$ cat config.mk
export PLATFORM = sky130hd
export DESIGN_NAME = bus_control_sequencer
export DESIGN_NICKNAME = d
export VERILOG_FILES = /design/src/rtl/cpu_ctrl_pkg.sv /design/src/rtl/ctrl_step_decode.sv /design/src/rtl/bus_control_sequencer.sv
export SDC_FILE = /design/constraint.sdc
export NUM_CORES = 1
export LEC_CHECK = 0
export CORE_UTILIZATION = 32
export CTS_BUF_LIST = sky130_fd_sc_hd__clkbuf_8
export DETAILED_ROUTE_END_ITERATION = 10
export DONT_BUFFER_PORTS = 1
export GPL_TIMING_DRIVEN = 0
export SLEW_MARGIN = 20
export SYNTH_ARGS = -nofsm -noshare
export SYNTH_HDL_FRONTEND = slang
export SYNTH_SLANG_ARGS = --single-unit
$ cat constraint.sdc
create_clock -name clk -period 5.3 [get_ports clk]
set_input_delay 1.325 -clock clk [delete_from_list [all_inputs] [get_ports clk]]
set_output_delay 1.325 -clock clk [all_outputs]
set_load 0.02 [all_outputs]
$ cat src/rtl/cpu_ctrl_pkg.sv
// Shared encodings for the single-bus T-state control unit: opcodes, bus source bits,
// ALU op codes, sequencer states and the strobe bundle produced by the step decoder.
package cpu_ctrl_pkg;

  localparam logic [4:0] OP_ADD  = 5'b00011;
  localparam logic [4:0] OP_SUB  = 5'b00100;
  localparam logic [4:0] OP_AND  = 5'b00101;
  localparam logic [4:0] OP_OR   = 5'b00110;
  localparam logic [4:0] OP_ADDI = 5'b01100;
  localparam logic [4:0] OP_MUL  = 5'b01111;
  localparam logic [4:0] OP_DIV  = 5'b10000;
  localparam logic [4:0] OP_NOP  = 5'b11010;
  localparam logic [4:0] OP_HALT = 5'b11011;

  // Bus source bit positions; R0-R15 occupy bits 0..15.
  localparam logic [4:0] BUS_HI     = 5'd16;
  localparam logic [4:0] BUS_LO     = 5'd17;
  localparam logic [4:0] BUS_ZHI    = 5'd18;
  localparam logic [4:0] BUS_ZLO    = 5'd19;
  localparam logic [4:0] BUS_PC     = 5'd20;
  localparam logic [4:0] BUS_MDR    = 5'd21;
  localparam logic [4:0] BUS_INPORT = 5'd22;
  localparam logic [4:0] BUS_C      = 5'd23;

  localparam logic [4:0] ALU_NONE = 5'd0;
  localparam logic [4:0] ALU_ADD  = OP_ADD;

  typedef enum logic [3:0] {
    StIdle, StT0, StT1, StT2, StT3, StT4, StT5, StT6, StHalted, StFault
  } state_e;

  typedef enum logic [2:0] {
    ClsRegReg, ClsAddi, ClsMulDiv, ClsNop, ClsHalt, ClsIllegal
  } op_class_e;

  typedef struct packed {
    logic [31:0] bus_sel;
    logic [15:0] reg_in;
    logic        pc_in;
    logic        ir_in;
    logic        y_in;
    logic        z_in;
    logic        mar_in;
    logic        mdr_in;
    logic        hi_in;
    logic        lo_in;
    logic        inc_pc;
    logic        mem_read;
    logic [4:0]  alu_op;
    logic        running;
    logic        halted;
    logic        fault;
    logic        illegal_op;
  } strobes_t;

  function automatic op_class_e op_class(input logic [4:0] op);
    case (op)
      OP_ADD, OP_SUB, OP_AND, OP_OR: op_class = ClsRegReg;
      OP_ADDI:                       op_class = ClsAddi;
      OP_MUL, OP_DIV:                op_class = ClsMulDiv;
      OP_NOP:                        op_class = ClsNop;
      OP_HALT:                       op_class = ClsHalt;
      default:                       op_class = ClsIllegal;
    endcase
  endfunction

  function automatic logic [31:0] bus_src(input logic [4:0] idx);
    bus_src = 32'd1 << idx;
  endfunction

endpackage

$ cat src/rtl/ctrl_step_decode.sv
// Combinational Moore decode of sequencer state plus IR fields into every datapath strobe.
module ctrl_step_decode
  import cpu_ctrl_pkg::*;
(
  input  state_e      state,
  input  logic        first_t1,
  input  logic [4:0]  op,
  input  logic [3:0]  ra,
  input  logic [3:0]  rb,
  input  logic [3:0]  rc,
  output strobes_t    strb
);

  op_class_e cls;
  assign cls = op_class(op);

  always_comb begin
    strb = '0;
    unique case (state)
      StT0: begin
        strb.bus_sel = bus_src(BUS_PC);
        strb.mar_in  = 1'b1;
        strb.inc_pc  = 1'b1;
        strb.z_in    = 1'b1;
        strb.alu_op  = ALU_ADD;
        strb.running = 1'b1;
      end
      StT1: begin
        strb.bus_sel  = bus_src(BUS_ZLO);
        strb.pc_in    = first_t1;
        strb.mem_read = 1'b1;
        strb.mdr_in   = 1'b1;
        strb.running  = 1'b1;
      end
      StT2: begin
        strb.bus_sel = bus_src(BUS_MDR);
        strb.ir_in   = 1'b1;
        strb.running = 1'b1;
      end
      StT3: begin
        strb.running = 1'b1;
        case (cls)
          ClsRegReg, ClsAddi: begin
            strb.bus_sel = bus_src({1'b0, rb});
            strb.y_in    = 1'b1;
          end
          ClsMulDiv: begin
            strb.bus_sel = bus_src({1'b0, ra});
            strb.y_in    = 1'b1;
          end
          ClsIllegal: strb.illegal_op = 1'b1;
          default: ;
        endcase
      end
      StT4: begin
        strb.running = 1'b1;
        case (cls)
          ClsRegReg: begin
            strb.bus_sel = bus_src({1'b0, rc});
            strb.z_in    = 1'b1;
            strb.alu_op  = op;
          end
          ClsAddi: begin
            strb.bus_sel = bus_src(BUS_C);
            strb.z_in    = 1'b1;
            strb.alu_op  = ALU_ADD;
          end
          ClsMulDiv: begin
            strb.bus_sel = bus_src({1'b0, rb});
            strb.z_in    = 1'b1;
            strb.alu_op  = op;
          end
          default: ;
        endcase
      end
      StT5: begin
        strb.running = 1'b1;
        strb.bus_sel = bus_src(BUS_ZLO);
        if (cls == ClsMulDiv) strb.lo_in = 1'b1;
        else                  strb.reg_in = 16'd1 << ra;
      end
      StT6: begin
        strb.running = 1'b1;
        strb.bus_sel = bus_src(BUS_ZHI);
        strb.hi_in   = 1'b1;
      end
      StHalted: strb.halted = 1'b1;
      StFault:  strb.fault  = 1'b1;
      default: ;
    endcase
  end

endmodule

$ cat src/rtl/bus_control_sequencer.sv
// T-state control unit: state register, T1 memory wait counter and next-state logic;
// all strobes come from ctrl_step_decode.
module bus_control_sequencer
  import cpu_ctrl_pkg::*;
#(
  parameter int unsigned MEM_TIMEOUT = 15
) (
  input  logic        clk,
  input  logic        clr,
  input  logic        start,
  input  logic [31:0] ir,
  input  logic        mem_ready,
  output logic [31:0] bus_sel,
  output logic [15:0] reg_in,
  output logic        pc_in,
  output logic        ir_in,
  output logic        y_in,
  output logic        z_in,
  output logic        mar_in,
  output logic        mdr_in,
  output logic        hi_in,
  output logic        lo_in,
  output logic        inc_pc,
  output logic        mem_read,
  output logic [4:0]  alu_op,
  output logic        running,
  output logic        halted,
  output logic        fault,
  output logic        illegal_op
);

  localparam logic [7:0] TimeoutCnt = 8'(MEM_TIMEOUT);

  state_e     state_q, state_d;
  logic [7:0] wait_cnt_q, wait_cnt_d;
  logic [7:0] cnt_inc;
  op_class_e  cls;
  strobes_t   strb;
  logic       unused_ir;

  assign cls       = op_class(ir[31:27]);
  assign cnt_inc   = wait_cnt_q + 8'd1;
  assign unused_ir = ^ir[14:0];

  always_comb begin
    state_d    = state_q;
    wait_cnt_d = '0;
    unique case (state_q)
      StIdle, StHalted: if (start) state_d = StT0;
      StT0: state_d = StT1;
      StT1: begin
        wait_cnt_d = cnt_inc;
        if (mem_ready) begin
          state_d    = StT2;
          wait_cnt_d = '0;
        end else if (cnt_inc >= TimeoutCnt) begin
          state_d    = StFault;
          wait_cnt_d = '0;
        end
      end
      StT2: state_d = StT3;
      StT3: begin
        case (cls)
          ClsNop, ClsIllegal: state_d = StT0;
          ClsHalt:            state_d = StHalted;
          default:            state_d = StT4;
        endcase
      end
      StT4: state_d = StT5;
      StT5: state_d = (cls == ClsMulDiv) ? StT6 : StT0;
      StT6: state_d = StT0;
      StFault: state_d = StFault;
      default: state_d = StIdle;
    endcase
  end

  always_ff @(posedge clk or posedge clr) begin
    if (clr) begin
      state_q    <= StIdle;
      wait_cnt_q <= '0;
    end else begin
      state_q    <= state_d;
      wait_cnt_q <= wait_cnt_d;
    end
  end

  ctrl_step_decode u_decode (
    .state    (state_q),
    .first_t1 (wait_cnt_q == 8'd0),
    .op       (ir[31:27]),
    .ra       (ir[26:23]),
    .rb       (ir[22:19]),
    .rc       (ir[18:15]),
    .strb     (strb)
  );

  assign bus_sel    = strb.bus_sel;
  assign reg_in     = strb.reg_in;
  assign pc_in      = strb.pc_in;
  assign ir_in      = strb.ir_in;
  assign y_in       = strb.y_in;
  assign z_in       = strb.z_in;
  assign mar_in     = strb.mar_in;
  assign mdr_in     = strb.mdr_in;
  assign hi_in      = strb.hi_in;
  assign lo_in      = strb.lo_in;
  assign inc_pc     = strb.inc_pc;
  assign mem_read   = strb.mem_read;
  assign alu_op     = strb.alu_op;
  assign running    = strb.running;
  assign halted     = strb.halted;
  assign fault      = strb.fault;
  assign illegal_op = strb.illegal_op;

endmodule

==> impl_metrics.py <==
metrics = {
    "status": {
        "status": "completed",
    },
    "synth": {
        "syn-cell-area_um2": 2050,
        "async_reset_ff_share_pct": 100,
        "ys_seq_elements": 12,
        "synth_warnings": 0,
        "synth_edf_count": 0,
        "ys_seq_area_share_pct": 14.7,
        "synthCells": 276,
        "synth_ff_type": "dfrtp_1",
        "syn_avg_cell_area_um2": 7.41,
        "ys_types": 63,
    },
    "flow_run": {
        "max_cap_viol_count": 0,
    },
    "die": {
        "placementRows": 28,
        "ioPinCount": 103,
        "fp.dieH_um": 82.0,
        "dieArea_um2": 6720,
        "start_util_pct": 33.9,
        "fp.dieW_um": 82.0,
        "core_um2": 6030,
    },
    "placed_design": {
        "numPortBuffers": 0,
        "dp_cells": 365,
        "hpwl_um": 4790,
        "gp_congestion": 0.894,
    },
    "timing": {
        "worst_slew_pin_slew_ns": 1.10,
        "finClkSkew_ns": 0.00423,
        "fin_crit_sh_pct": 90.5,
        "setup_viol": 0,
        "hold_violations": 0,
        "grt_setup_unrepaired": "false",
        "relSlewSlack_pct": 25.7,
        "setup_tns_ns": 0,
        "fmax_ghz": 0.208,
        "maxSlewViolCount": 0,
        "finalCriticalPeriod_ns": 4.80,
    },
    "routing": {
        "detail_route.wl_per_cell_um": 16.9,
        "drtIter0Drc": 173,
        "first_pass_iters": 5,
        "route.detailed.drc": 0,
        "ant_nets": 0,
        "routed_via_density": 5.98,
        "num_vias": 2206,
        "wirelength_um": 6230,
    },
    "layout": {
        "seqCellArea_um2": 300,
        "num-fill-cells": 651,
        "nNetsFinal": 338,
        "antennaDiodeCount": 0,
        "multiInputGateArea_um2": 1500,
        "drive_above_1_share_pct": 13.3,
        "mostFrequentLayoutCells": "nor2_1 (37), a32oi_1 (27), o22ai_1 (17)",
        "instances_no_fill": 369,
        "syn_to_final_growth_pct": 9.85,
        "layout_commonest_cell": "nor2_1",
    },
    "setup_path": {
        "end_kind": "output pin",
        "arrival_ns": 3.47,
        "critical_path_class": "in2out",
        "slowest_delay_ns": 0.53,
        "crit_path_max_fanout": 8,
        "path_delay_family": "simple AND/OR/NAND/NOR gates",
        "cp-start-kind": "primary input",
        "critPathSlowestCell": "nor3b_1",
        "path_cells": "ha_1, or2b_1, a21oi_1, or2_0, clkbuf_2, nor3b_1, a32oi_1, o22ai_1",
        "required_ns": 3.97,
        "critPathBufInv": 1,
    },
    "global_routing": {
        "grt_max_degree": 13,
        "grtUsageTotal_pct": 17.6,
        "grt.overflow.total": 0,
        "grt_pass1_wl_um": 9140,
        "grt_pass1_vias": 1789,
        "antenna_found_initial": 0,
    },
    "clock_network": {
        "clk_latency_ns": 0.25,
        "path_clk_slew_ns": 0.05,
        "cts_resized": 0,
        "cts-root-buf": "clkbuf_8",
        "clk_path_buf_depth": 2,
        "htree_levels": 1,
        "post_cts_buffers": 0,
        "cts_tree": "done",
        "hold_buffers": 0,
        "clkSinkCount": 12,
        "cts_buffers": 3,
    },
    "worst_hold_path": {
        "hold_class": "reg2reg",
    },
    "power": {
        "ir_worst_vdd_mv": 0.277,
        "power_density_nw_per_um2": 261,
        "leakagePower_nw": 0.852,
    },
}
-- state kept, by name, indices dropped and copies added (netlist names) --
name,flops
state_q,4
wait_cnt_q,8
-- Yosys cell counts (all sizes together), types with 2 or more instances --
master,count,area [um^2]
o211ai,3,27.5
and3,8,50.1
o22ai,17,106
buf,26,216
mux2i,2,20.0
xor2,2,17.5
or2,3,21.3
nand2,10,37.5
clkbuf,8,31.3
nand3,9,57.6
nor2b,12,75.1
dfrtp,12,300
nor4,4,25.0
a21oi,9,48.8
nand4b,2,17.5
nand3b,3,22.5
inv,14,52.6
nor2,37,139
nor3,5,25.0
nand2b,6,37.5
ha,7,87.6
o32a,3,30.0
nand4,3,25.0
and2,8,50.1
a21o,5,45.0
or3,2,12.5
o21ai,4,20.0
xnor2,2,17.5
o21bai,3,22.5
a32oi,27,236
and3b,2,17.5
-- kinds of logic (layout without fill, tap and decap cells) --
logic type	Yosys count	after routing	share of synthesized area, %
AND/OR/NAND/NOR	119	119	32.0
AO/OA/AOI/OAI	82	82	30.9
buffers and inverters	48	52	14.7
flip-flops	12	12	14.7
adder cells (fa/ha/maj)	7	7	4.28
XOR/XNOR	4	4	1.71
multiplexers	3	3	1.53
other	1	15	0.183
-- power by group --
group | internal [mW] | total [mW] | switching [mW]
logic | 0.104 | 0.359 | 0.255
registers | 0.108 | 0.122 | 0.0142
clock network | 0.0659 | 0.105 | 0.0390
-- metal layers --
| layer | vias to the layer above | global-route usage (%) | part of all wire (%) |
|---|---|---|---|
| met3 | 20 | 3.33 | 10 |
| li1 | 1053 | - | - |
| met2 | 153 | 28.1 | 45 |
| met1 | 980 | 23.5 | 42 |
| met5 | - | 0 | 0 |
| met4 | 0 | 5.96 | 2.9 |
-- area by class of cell --
| class | instances | share of cell area, % |
|---|---|---|
| Clock buffer | 4 | 2.45 |
| Buffer | 34 | 11.0 |
| Tap cell | 75 | 4.18 |
| Inverter | 14 | 2.34 |
| Multi-Input combinational cell | 230 | 66.6 |
| Sequential cell | 12 | 13.4 |
-- worst paths after layout --
check | endpoint | depth (start not counted) | slack [ns] | startpoint
max | bus_sel[11] | 8 | 0.50 | ir[27]
min | wait_cnt_q[0]$_DFF_PP0_ | 1 | 0.54 | wait_cnt_q[0]$_DFF_PP0_
max reg2reg | state_q[3]$_DFFE_PP0P_ | 7 | 3.06 | wait_cnt_q[0]$_DFF_PP0_
min reg2reg | wait_cnt_q[0]$_DFF_PP0_ | 1 | 0.54 | wait_cnt_q[0]$_DFF_PP0_
max in group asynchronous | wait_cnt_q[2]$_DFF_PP0_ | 1 | 3.98 | clr
min in group asynchronous | wait_cnt_q[7]$_DFF_PP0_ | 1 | 0.98 | clr
-- worst register-to-register path, cell delays in order, from the launching register on --
cell and delay, ns:
dfrtp_1 0.43, ha_1 0.29, a311oi_1 0.28, a41oi_1 0.08, a21oi_1 0.19, o211ai_1 0.28
o41ai_1 0.19, mux2_2 0.39
-- through the flow --
step / utilization, % / hold slack, ns / total power, mW / setup WS [ns] / area, um^2
final: 37.3 / 0.538 / 0.586 / 0.502 / 2250
after global routing: 37.3 / 0.602 / 0.624 / 0.421 / 2250
after CTS: 37.3 / 0.540 / 0.585 / 0.563 / 2250
after detailed placement: 36.4 / 0.532 / 0.479 / 0.556 / 2190
after global placement: 36.4 / 0.535 / 0.476 / 0.581 / 2190
after floorplan: - / 0.487 / 0.419 / 0.809 / 2100
No activity file was read; power rests on OpenSTA's default activity.
==> RTL change 1 (same flow settings) <==
The 10 states of `state_e` get a Gray code encoding in 4 bits.
--- a/src/rtl/cpu_ctrl_pkg.sv
+++ b/src/rtl/cpu_ctrl_pkg.sv
@@ -27,5 +27,5 @@
 
   typedef enum logic [3:0] {
-    StIdle, StT0, StT1, StT2, StT3, StT4, StT5, StT6, StHalted, StFault
+    StIdle = 4'b0000, StT0 = 4'b0001, StT1 = 4'b0011, StT2 = 4'b0010, StT3 = 4'b0110, StT4 = 4'b0111, StT5 = 4'b0101, StT6 = 4'b0100, StHalted = 4'b1100, StFault = 4'b1101
   } state_e;
 
Check against the original RTL: no difference found for any inputs over 10 cycles, from zero or initial values; not proved beyond that.
==> RTL change 1 against the unedited design <==
Global-route usage fell by 0.48 points; sequential cell count is the same; routed wire length decreased by 1.1%; cell area rose by 4.6%; the run now ends with design-rule violations left; area after synthesis rose by 4.9%; total power grew 5.3%; worst setup slack worse by 11 ps; largest power group unchanged.
==> RTL change 1: results (changes against the unedited design) <==
- The arrival time of data at the critical path endpoint came to 3480 ps (about the same).
- The most instantiated flip-flop cell in the synthesis netlist is dfrtp_1.
- The fraction of layout instances using a drive strength above 1 was 0.1661 (+0.03347).
- The global placement routability congestion is 0.9044 (+1.2%).
- The number of DRC violations after detailed routing is 24 (+24).
- In the synthesized netlist, the cells that appear most often are 42 x nor2_1, 24 x a22oi_1, 17 x buf_4.
- The maximum vdd drop came to 204.6 µV (-26%).
- The final routed wire length divided by cell count is 16.03 µm (-5.0%).
- The final net count was 351 (+3.8%).
- The final reports fail on design-rule violations.
- The number of buffers created by CTS is 3 (unchanged).
- The half-perimeter wire length after placement is 4854 µm (+1.3%).
- The flow ran to the end, but the final reports show violations.
- The number of standard cells after synthesis is 289 (+4.7%).
- The slack of the worst reg-to-reg path is 3380 ps (+320 ps).
- The via-per-instance ratio is 5.771 (-3.5%).
- After synthesis, the cell types taking the most area are dfrtp_1 14%, a22oi_1 8.4%, nor2_1 7.3%, buf_4 5.9%, o22ai_2 4.7%.
- The distinct cell type count of the synthesized netlist is 58 (-7.9%).
- The total iterations of the first detailed-routing run is 7 (+2).
- The worst slew margin relative to its limit came to 0.4165 (+0.1590).
- The total track usage is 0.1712 (-0.004789).
- The critical path's largest stage delay is 490 ps (-40 ps).
- The filler cell count in the final layout was 693 (+6.5%).
- Broken down by cell family, the worst path's largest delay share belongs to compound AO/OA/AOI/OAI gates.
- The number of standard cells in the final layout excluding fillers came to 384 (+4.1%).
- The number of resized instances in the post-cts repair step is 0 (unchanged).
- The count of cells along the worst hold path is 1 (unchanged).
- The number of DRC violations after detailed-routing iteration 0 came to 127 (-27%).
- The number of global-route vias before repair is 2000 (+12%).
- The worst hold slack across all endpoints was 531.0 ps (-7.175 ps).
- The ratio of total power to cell area is 262.7 mW/mm² (+0.75%).
- The worst setup slack after placement is 538.7 ps (-17.02 ps).
- The critical path's slowest cell is o22ai_1.
- The critical register-to-register path endpoint is state_q[2].
- The clock skew after layout is 2.832 ps (-1.394 ps).
- The wire length of the first global-routing pass is 9991 µm (+9.4%).
- The cell leakage power is 0.0008442 µW (-0.95%).
- The sequential-to-total area share from yosys stat is 0.1399 (-0.006847).
- The largest registers in the layout are wait_cnt_q x8, state_q x4.
- The peak fanout along the critical path is 5 (-3).
RTL change 1: cell types whose count changed after synthesis, moves of 4 or more:
cell,delta
nor3_1,+8
nor2_1,+5
nand2b_1,+9
a32oi_1,-18
o22ai_2,+8
nand2_1,+6
o21ai_0,+6
o22ai_1,-8
a22oi_1,+24
nand3_1,-5
and2_1,-5
nor2b_1,-5
a21o_1,-4
RTL change 1: metal layers:
| layer | vias to the layer above | wire length [µm] | global-route usage |
|---|---|---|---|
| li1 | 1077 | - | - |
| met1 | 1040 | 2750 | 0.2398 |
| met2 | 91 | 2818 | 0.2772 |
| met3 | 8 | 520 | 0.02473 |
| met4 | 0 | 66 | 0.03762 |
| met5 | - | 0 | 0 |
RTL change 1: cells by family after synthesis:
group | share of synthesized area
AO/OA/AOI/OAI | 0.3260
XOR/XNOR | 0.02041
adder cells (fa/ha/maj) | 0.04081
buffers and inverters | 0.1254
flip-flops | 0.1399
other | 0.001748
AND/OR/NAND/NOR | 0.3458
RTL change 1: area by class of cell:
type | count | share of cell area
Buffer | 32 | 0.09212
Multi-Input combinational cell | 245 | 0.6933
Inverter | 14 | 0.02236
Tap cell | 77 | 0.04100
Clock buffer | 4 | 0.02343
Sequential cell | 12 | 0.1278
RTL change 1: how the worst max path moves through the flow:
stage	to	start	slack [ps]	cells past startpoint
2_1_floorplan	alu_op[0]	ir[27]	710	8
3_3_place_gp	bus_sel[3]	ir[27]	530	7
3_5_place_dp	bus_sel[3]	ir[27]	540	7
4_1_cts	bus_sel[15]	ir[27]	540	9
5_1_grt	bus_sel[3]	ir[27]	380	7
6_report	bus_sel[3]	ir[27]	490	7
RTL change 1: where the power goes:
part           switching, µW  internal, µW  total [µW]  leakage [µW]
combinational            278           117         395      0.000663
sequential              15.9           108         124      0.000152
clock                   32.8          65.5        98.4     0.0000288
==> RTL change 2 (same settings) <==
Made on the original files. Change the parameter `MEM_TIMEOUT` from 15 to 14.
--- a/src/rtl/bus_control_sequencer.sv
+++ b/src/rtl/bus_control_sequencer.sv
@@ -4,5 +4,5 @@
   import cpu_ctrl_pkg::*;
 #(
-  parameter int unsigned MEM_TIMEOUT = 15
+  parameter int unsigned MEM_TIMEOUT = 14
 ) (
   input  logic        clk,
Formal check against the unedited RTL: same outputs for any inputs over 10 cycles, from zero or initial values; that may be too few to reach the edited logic, so the function may still have changed.
==> RTL change 2 against the unedited design <==
Count of clock-buffer cells in the layout is 1 lower; routed wire length is 4.9% lower; register-to-register slack worse by 110 ps; worst setup slack better by 84 ps; via count is 3.0% lower; critical path type unchanged; area after synthesis is 0.55% higher; combinational power is 8.9% lower; total power is 9.3% lower; global-route usage is 0.78 points lower; cell count is 1.1% lower; cell area is 0.11% lower; sequential cell count stayed put.
==> RTL change 2: results (changes against the unedited design) <==
- The total track usage is 0.1682 (-0.007811).
- The register clock-pin slew on the reported worst setup and hold paths was 50 ps (about the same).
- The final net count came to 335 (-0.89%).
- The maximum clock insertion buffer count came to 2 (unchanged).
- The half-perimeter wire length after placement was 4769 µm (-0.46%).
- The peak fanout along the critical path was 10 (+2).
- The count of input and output buffers is 0 (unchanged).
- The cell leakage power came to 0.0008225 µW (-3.5%).
- The summed area of non-filler cells in the final layout came to 0.002245 mm² (-0.11%).
- The antenna diode count came to 0 (unchanged).
- In this run the worst hold path is classified as reg -> reg.
- The run finished with clean final reports.
- The clock latency reported for the late side of the worst-skew pair is 230 ps (-20 ps).
- The maximum vdd drop is 227.7 µV (-18%).
- The distinct cell type count of the synthesized netlist is 48 (-24%).
- The cell at the root of the clock tree is clkbuf_8.
- The initial antenna violation count is 0 (unchanged).
- The maximum number of pins on one net before global-route repair is 13 (unchanged).
- The total count of max-transition violations in the final report came to 0 (unchanged).
- The filler cell count in the final layout is 640 (-1.7%).
- The buffers inserted during post-CTS setup optimization was 0 (unchanged).
- The number of DRC violations after detailed-routing iteration 0 was 109 (-37%).
- The wire length of the first global-routing pass is 8949 µm (-2.0%).
- The number of buffers created by CTS is 3 (unchanged).
- The number of resized instances in the post-cts repair step was 0 (unchanged).
- The global placement routability congestion is 0.8363 (-6.5%).
- The number of global-route vias before repair is 1885 (+5.4%).
- The worst slew margin relative to its limit is 0.4432 (+0.1857).
- The maximum level of the CTS H-tree is 1 (unchanged).
- The total wirelength of the detailed-routed design is 5924 µm (-4.9%).
- The largest registers in the layout are wait_cnt_q x8, state_q x4.
- The total iterations of the first detailed-routing run is 5 (unchanged).
- The sequential-to-total area share from yosys stat is 0.1460 (-0.0008036).
- The clock skew after layout is 1.726 ps (-2.501 ps).
- The fraction of layout instances using a drive strength above 1 is 0.1517 (+0.01907).
- Among all flip-flop cells after synthesis, the most frequent one is dfrtp_1.
- In the post-synthesis netlist, the biggest area contributors are dfrtp_1 15%, o32a_1 7.8%, a32oi_1 6.4%, nor2_1 5.5%, nand2b_1 5.2%.
- By count the netlist is led by 30 x nor2_1, 17 x nand2b_1, 16 x inv_1, 16 x nor3_1, 16 x o32a_1.
- The total placed instance area is 0.002203 mm² (+0.51%).
- The number of synthesis warnings is 0 (unchanged).
- The async set-reset flop share out of synthesis is 1.000 (unchanged).
- The overall via count from detail_route is 2139 (-3.0%).
[RTL change 2: cell types whose count changed after synthesis, moves of 4 or more]
cell / unedited run / this run
a21oi_1: 8 / 4
a32oi_1: 27 / 15
and2_1: 8 / 4
and3_1: 8 / 3
nand2b_1: 6 / 17
nor2_1: 37 / 30
nor3_1: 5 / 16
o2111ai_1: 0 / 5
o22ai_1: 17 / 10
o22ai_2: 0 / 8
o32a_1: 3 / 16
[RTL change 2: layer usage]
metal / up-vias / track usage / wire, µm
met3: 2 / 0.04396 / 559
li1: 1042 / - / -
met4: 0 / 0.02456 / 26
met5: - / 0 / 0
met2: 111 / 0.2893 / 2720
met1: 984 / 0.2136 / 2617
[RTL change 2: critical path, cell delays in order]
cell	delay, ps
inv_1	30
ha_1	320
nand3b_1	160
a21oi_1	400
o21ai_1	120
buf_2	210
o32a_1	350
o22ai_1	470
[RTL change 2: logic make-up after synthesis]
kind of cell / after synthesis / synth area share
AOI/OAI and AO/OA: 84 / 0.3412
adders and majority gates: 7 / 0.04258
xor gates and xnor gates: 2 / 0.008517
and+or+nand+nor: 115 / 0.2987
muxes: 5 / 0.02494
other: 1 / 0.001823
buffers and inverters: 47 / 0.1362
DFF: 12 / 0.1460
[RTL change 2: per-stage QoR]
| stage | total power (µW) | cells | hold slack, ps | setup WS (ps) |
|---|---|---|---|---|
| 2_1_floorplan | 401.9 | 287 | 474.8 | 829.7 |
| 3_3_place_gp | 449.4 | 362 | 502.9 | 634.9 |
| 3_5_place_dp | 453.0 | 362 | 512.6 | 618.8 |
| 4_1_cts | 534.0 | 365 | 519.7 | 618.6 |
| 5_1_grt | 574.1 | 365 | 544.3 | 442.9 |
| 6_report | 531.4 | 365 | 513.8 | 585.9 |
[RTL change 2: final cells by class]
| type | instances | share of cell area |
|---|---|---|
| sequential | 12 | 0.1338 |
| tap | 75 | 0.04181 |
| inverter | 16 | 0.02676 |
| clock buffer | 3 | 0.01839 |
| multi-input combinational | 228 | 0.6812 |
| buffer | 31 | 0.09810 |
[RTL change 2: report_power, final]
group          leakage (µW)  switching [µW]  internal, µW  total (µW)
clock network     0.0000216            29.7          49.8        79.4
logic              0.000647             228          99.1         327
registers          0.000154            17.4           107         125
[RTL change 2: final timing paths]
kind	from	endpoint	slack [ps]	cells after the start
worst max register to register	state_q[2]	state_q[3]	2950	6
worst min-delay path	wait_cnt_q[0]	wait_cnt_q[0]	510	1
min in group asynchronous	clr	wait_cnt_q[3]	990	1
worst min register to register	wait_cnt_q[0]	wait_cnt_q[0]	510	1
worst max-delay path	ir[27]	bus_sel[10]	590	8
max in group asynchronous	clr	wait_cnt_q[5]	4000	1
